### src/rtl/fir_accum_sequencer_pkg.sv
// fir_pkg: shared constants and types for the FIR accumulate sequencer.
//   DATA_W    sample / product / adder width
//   NTAPS_DEF default number of taps per output sample
//   state_t   sequencer state (ACCUM collecting taps, DONE presenting sample)
package fir_pkg;
   localparam int DATA_W    = 8;
   localparam int NTAPS_DEF = 4;

   typedef enum logic {
      ACCUM = 1'b0,
      DONE  = 1'b1
   } state_t;
endpackage

### src/rtl/fir_accum_sequencer_if.sv
// fir_accum_sequencer_if: input product handshake and output sample handshake.
//   in_valid/in_ready/in_data   tap product stream into the sequencer
//   out_valid/out_ready/out_data/ovf  filtered sample stream out of it
//   master: environment side (product source and sample sink)
//   slave : sequencer side
interface fir_accum_sequencer_if;
   import fir_pkg::*;

   logic              in_valid;
   logic              in_ready;
   logic [DATA_W-1:0] in_data;
   logic              out_valid;
   logic              out_ready;
   logic [DATA_W-1:0] out_data;
   logic              ovf;

   modport master (
      output in_valid, in_data, out_ready,
      input  in_ready, out_valid, out_data, ovf
   );

   modport slave (
      input  in_valid, in_data, out_ready,
      output in_ready, out_valid, out_data, ovf
   );
endinterface

### src/rtl/fir_accum_sequencer_tap_counter.sv
// fir_tap_counter: modulo-NTAPS tap index counter.
//   clk, rst_n  clock, asynchronous active-low reset
//   inc         advance the index by one (wraps NTAPS-1 -> 0)
//   clr         synchronous return to 0, overrides inc
//   idx         current tap index
//   wrap        pulses when inc lands on the last tap (frame complete)
module fir_tap_counter #(
   parameter  int NTAPS = 4,
   localparam int TW    = $clog2(NTAPS)
) (
   input  logic          clk,
   input  logic          rst_n,
   input  logic          inc,
   input  logic          clr,
   output logic [TW-1:0] idx,
   output logic          wrap
);
   logic last;

   assign last = (idx == TW'(NTAPS - 1));
   assign wrap = inc & last & ~clr;

   always_ff @(posedge clk or negedge rst_n) begin
      if (!rst_n) begin
         idx <= '0;
      end else if (clr) begin
         idx <= '0;
      end else if (inc) begin
         idx <= last ? '0 : idx + TW'(1);
      end
   end
endmodule

### src/rtl/fir_accum_sequencer.sv
// fir_accum_sequencer: time-shares one external 8-bit adder across the taps
// of an output sample. Each accepted product is added to the accumulator via
// add_a/add_b -> add_c; after NTAPS products the sum is presented on the
// output handshake together with a sticky carry-out (wrap) flag.
//   clk, rst_n  clock, asynchronous active-low reset
//   clr         synchronous frame abort (highest priority)
//   bus         product input and sample output handshakes (slave side)
//   tap_idx     tap expected next, selects the coefficient
//   add_a/add_b operands to the shared adder (accumulator, product)
//   add_c       sum returned combinationally by the shared adder
module fir_accum_sequencer
   import fir_pkg::*;
#(
   parameter  int NTAPS = NTAPS_DEF,
   localparam int TW    = $clog2(NTAPS)
) (
   input  logic                 clk,
   input  logic                 rst_n,
   input  logic                 clr,
   fir_accum_sequencer_if.slave bus,
   output logic [TW-1:0]        tap_idx,
   output logic [DATA_W-1:0]    add_a,
   output logic [DATA_W-1:0]    add_b,
   input  logic [DATA_W-1:0]    add_c
);
   state_t            state, state_nxt;
   logic [DATA_W-1:0] acc;
   logic              ovf_r;
   logic              accept;
   logic              tap_inc;
   logic              frame_end;

   // Unsigned carry-out of acc + product: a modulo sum smaller than the
   // previous accumulator value can only arise from a wrap.
   function automatic logic carried(input logic [DATA_W-1:0] sum,
                                    input logic [DATA_W-1:0] prev);
      return sum < prev;
   endfunction

   assign accept  = bus.in_valid & bus.in_ready;
   assign tap_inc = accept & ~clr;

   fir_tap_counter #(.NTAPS(NTAPS)) u_tap_counter (
      .clk   (clk),
      .rst_n (rst_n),
      .inc   (tap_inc),
      .clr   (clr),
      .idx   (tap_idx),
      .wrap  (frame_end)
   );

   assign bus.in_ready  = (state == ACCUM);
   assign bus.out_valid = (state == DONE);
   assign bus.out_data  = acc;
   assign bus.ovf       = ovf_r;
   assign add_a         = acc;
   assign add_b         = bus.in_data;

   always_comb begin
      state_nxt = state;
      if (clr) begin
         state_nxt = ACCUM;
      end else begin
         case (state)
            ACCUM:   if (frame_end)     state_nxt = DONE;
            DONE:    if (bus.out_ready) state_nxt = ACCUM;
            default: state_nxt = ACCUM;
         endcase
      end
   end

   always_ff @(posedge clk or negedge rst_n) begin
      if (!rst_n) begin
         state <= ACCUM;
      end else begin
         state <= state_nxt;
      end
   end

   // Accumulator and sticky wrap flag. Tap 0 discards any stale flag so
   // the flag always describes the frame currently being summed.
   always_ff @(posedge clk or negedge rst_n) begin
      if (!rst_n) begin
         acc   <= '0;
         ovf_r <= 1'b0;
      end else if (clr) begin
         acc   <= '0;
         ovf_r <= 1'b0;
      end else if (accept) begin
         acc   <= add_c;
         ovf_r <= ((tap_idx == '0) ? 1'b0 : ovf_r) | carried(add_c, acc);
      end else if ((state == DONE) && bus.out_ready) begin
         acc   <= '0;
         ovf_r <= 1'b0;
      end
   end
endmodule

### src/flat_wrapper.sv
// flat-port wrapper written by rule: the top's interface ports become plain ports
module fir_accum_sequencer_flat import fir_pkg::*;
#(
   parameter  int NTAPS = NTAPS_DEF,
   localparam int TW    = $clog2(NTAPS)
)
  (clk, rst_n, clr, tap_idx, add_a, add_b, add_c, bus_in_valid, bus_in_data, bus_out_ready, bus_in_ready, bus_out_valid, bus_out_data, bus_ovf);
  fir_accum_sequencer_if bus_i ();
  input  logic clk;
  input  logic rst_n;
  input  logic clr;
  output logic [TW-1:0] tap_idx;
  output logic [DATA_W-1:0] add_a;
  output logic [DATA_W-1:0] add_b;
  input  logic [DATA_W-1:0] add_c;
  input wire logic [$bits(bus_i.in_valid)-1:0] bus_in_valid;
  input wire logic [$bits(bus_i.in_data)-1:0] bus_in_data;
  input wire logic [$bits(bus_i.out_ready)-1:0] bus_out_ready;
  output wire logic [$bits(bus_i.in_ready)-1:0] bus_in_ready;
  output wire logic [$bits(bus_i.out_valid)-1:0] bus_out_valid;
  output wire logic [$bits(bus_i.out_data)-1:0] bus_out_data;
  output wire logic [$bits(bus_i.ovf)-1:0] bus_ovf;
  assign bus_i.in_valid = bus_in_valid;
  assign bus_i.in_data = bus_in_data;
  assign bus_i.out_ready = bus_out_ready;
  assign bus_in_ready = bus_i.in_ready;
  assign bus_out_valid = bus_i.out_valid;
  assign bus_out_data = bus_i.out_data;
  assign bus_ovf = bus_i.ovf;
  fir_accum_sequencer #(.NTAPS(NTAPS)) u_core (.clk(clk), .rst_n(rst_n), .clr(clr), .bus(bus_i), .tap_idx(tap_idx), .add_a(add_a), .add_b(add_b), .add_c(add_c));
endmodule
### config.mk
export PLATFORM = sky130hd
export DESIGN_NAME = fir_accum_sequencer_flat
export DESIGN_NICKNAME = d
export VERILOG_FILES = /design/src/rtl/fir_accum_sequencer_pkg.sv /design/src/rtl/fir_accum_sequencer_if.sv /design/src/rtl/fir_accum_sequencer_tap_counter.sv /design/src/rtl/fir_accum_sequencer.sv /design/src/flat_wrapper.sv
export SDC_FILE = /design/constraint.sdc
export NUM_CORES = 1
export LEC_CHECK = 0
export ABC_AREA = 1
export CORE_AREA = 2 2 52 54
export CTS_CLUSTER_DIAMETER = 150
export DETAILED_ROUTE_END_ITERATION = 8
export DIE_AREA = 0 0 54 56
export PLACE_DENSITY = 0.76
export SLEW_MARGIN = 30
export SYNTH_ARGS = -nofsm -noshare
export SYNTH_HDL_FRONTEND = slang
export SYNTH_SLANG_ARGS = --single-unit
### constraint.sdc
create_clock -name clk -period 1.3 [get_ports clk]
set_input_delay 0.195 -clock clk [delete_from_list [all_inputs] [get_ports clk]]
set_output_delay 0.195 -clock clk [all_outputs]
set_load 0.02 [all_outputs]
==> flow_summary.yaml <==
clock_network:
  cts_made_buffers: 3
  h-tree-depth: 1
  clockBufferDepth: 2
  clock_latency_ns: 0.28
  cts_root_buf: "clkbuf_4"
  cts_tree: "built"
  clkTransAtPathRegs_ns: 0.07
  cts.sinks: 12
placed_design:
  hpwl_um: 1480
  gp_congestion: 0.670
  dp_slack_ns: -0.188
  port_buffers: 33
route:
  initialDrtViolationCount: 5
  detail-route-antenna-nets: 0
  vias: 709
  drt_first_pass_iters: 3
  route.detailed.drc: 0
  wl_per_cell_um: 12.2
  routed_wl_um: 1910
  viasPerCell: 4.52
finish:
  layout_commonest_cell: "nand2_1"
  area_growth_pct: 38.9
  drive_above_1_share_pct: 34.6
  fillCellCount: 245
  final_cell_mix: "23 x nand2_1, 20 x dlygate4sd2_1, 12 x clkdlybuf4s50_1"
  diodes: 0
  fin_nets: 159
sta:
  skew_ns: 0.00111
  max_freq_mhz: 811
  setup_viol: 0
  fin_ws_ns: 0.0672
  slew_headroom_pct: 84.5
  rsz0062_at_grt: "true"
  worstMarginPinSlew_ns: 0.232
  finalHoldViolations: 0
  period_needed_ns: 1.23
  slew_violations: 0
  period_share_pct: 94.8
synthesis:
  netlist_area_sq_um: 882
  synth_warnings: 0
  synth_area_leaders: "dfrtp_1 34%, buf_4 14%, ha_1 13%"
  yosysUniqueCellTypes: 19
  synth.top_cell.area_share_pct: 34.0
  post_synth.cell_area_avg_sq_um: 8.65
  synth_seq_cells: 12
  synth-seq-area-share_pct: 34.0
  syn_inst: 102
  synth_fp_nets: 132
  yosysTopAreaCell: "dfrtp_1"
setup_path:
  start_kind: "flip-flop"
  arrival_ns: 1.45
  path_cells: "inv_2 -> ha_4 -> a21oi_2 -> o21a_1 -> nand2_1 -> nand2_1 -> nand2_1 -> nand2_1"
  r2r-end: "u_core.bus.ovf"
  cp-end-kind: "flip-flop"
  cp_max_fo: 3
  rr_worst_depth: 8
  r2r_start: "u_core.add_a[7]"
  critPathKind: "flip-flop to flip-flop"
  slowest_stage: "dfrtp_2"
  slowest_delay_ns: 0.42
  worstPathRequired_ns: 1.52
  crit_top_cell: "nand2_1"
  rrSetupSlack_ns: 0.07
floorplanning:
  start_util_pct: 36.3
  die_w_um: 54
  ioPinCount: 50
  core.rowCount: 18
  die_y_um: 56
  design.core.area_sq_um: 2430
  die_area_sq_um: 3020
grt:
  grt_overflow: 0
  grt_antenna_before_repair: 0
  first_global_vias: 696
  grt_max_degree: 13
  track_usage_pct: 12.9
  grt_pass1_wl_um: 2890
pwr:
  peakVddDrop_mv: 0.319
  leakage_nw: 0.622
  p_per_area_nw_per_um2: 799
  power_w: 0.000979
outcome:
  status: "finished clean"
job:
  maxCapViolations: 0
worst_hold_path:
  worst_hold_path_type: "input port to async pin"
-- synthesized netlist by cell type --
| library cell | count |
|---|---|
| inv_2 | 2 |
| nand3_1 | 2 |
| buf_4 | 16 |
| o21ai_0 | 1 |
| nand3_2 | 1 |
| o32ai_1 | 1 |
| inv_1 | 16 |
| ha_1 | 9 |
| nor2_8 | 1 |
| nor2_1 | 1 |
| o21ai_1 | 1 |
| dfrtp_1 | 12 |
| buf_6 | 1 |
| a21oi_1 | 3 |
| nand2_1 | 23 |
| nor2_2 | 1 |
| o21ai_2 | 8 |
| o21a_1 | 1 |
| nand2_4 | 2 |
-- final cells by class --
| type | count | area (sq um) | area share, % |
|---|---|---|---|
| repair buffers | 39 | 345 | 28.2 |
| multi-input cells | 55 | 444 | 36.3 |
| flip-flops and latches | 12 | 308 | 25.1 |
| clock buffers | 3 | 22.5 | 1.84 |
| well taps | 30 | 37.5 | 3.06 |
| inverters | 18 | 67.6 | 5.52 |
-- worst max-delay path by stage --
| stage | start | end | slack (ns) | cells past startpoint |
|---|---|---|---|---|
| 6_report | u_core.add_a[7] | u_core.bus.ovf | 0.07 | 8 |
| 4_1_cts | u_core.add_a[7] | u_core.bus.ovf | 0.01 | 8 |
| 3_5_place_dp | add_c[7] | u_core.bus.ovf | -0.19 | 8 |
| 3_3_place_gp | add_c[7] | u_core.bus.ovf | -0.17 | 8 |
| 2_1_floorplan | u_core.add_a[7] | u_core.bus.ovf | 0.004 | 8 |
| 5_1_grt | u_core.add_a[1] | u_core.bus.ovf | -0.01 | 11 |
-- timing repair --
action / 4_1_cts / 5_1_grt
buffers inserted: 0 / 1
pin swaps: 0 / 3
hold buffers: 0 / 0
resized for setup: 22 / 14
setup endpoints to repair: 22 / 2
-- flip-flops by register name, indices dropped and copies added, names as in the netlist --
name and cells:
u_core.add_a 8, u_core.bus.out_valid 1, u_core.bus.ovf 1, u_core.u_tap_counter.idx 2
-- power by group --
group | switching [W] | internal [W]
Clock | 0.000126 | 0.000107
Sequential | 0.0000193 | 0.000398
Combinational | 0.000179 | 0.000148
-- cells by family after synthesis --
kind of cell	after synthesis	share of synthesized area, %
AOI/OAI and AO/OA	15	12.6
adders and majority gates	9	12.8
buffers and inverters	35	22.6
DFF	12	34.0
and+or+nand+nor	31	18.0
-- per-layer routing --
layer | share of wire [%] | routed length, um | vias to the layer above | GRT usage [%]
met5 | 0 | 0 | - | 0
met4 | 1.5 | 29 | 0 | 6.43
met3 | 8.9 | 170 | 4 | 3.49
met2 | 51 | 973 | 28 | 22.1
met1 | 39 | 740 | 318 | 13.8
li1 | - | - | 359 | -
-- through the flow --
stage | util (%) | setup TNS (ns) | area (sq um) | std cells | hold WS (ns)
finish | 50.4 | 0 | 1220 | 157 | 0.232
global route | 50.4 | -0.00987 | 1220 | 157 | 0.227
CTS | 47.8 | 0 | 1160 | 156 | 0.242
detailed placement | 47.8 | -0.188 | 1160 | 153 | 0.390
global placement | 47.8 | -0.171 | 1160 | 153 | 0.390
floorplan | - | 0 | 890 | 102 | -0.101
-- worst max-delay path: cells and delay by family, from the launching register on --
kind	cells	cell delay [ns]
flops	1	0.42
buf+inv	1	0.09
simple gates	4	0.18
compound gates	2	0.28
fa+ha+maj	1	0.21
Note: power is estimated with default switching activity, not from simulation.
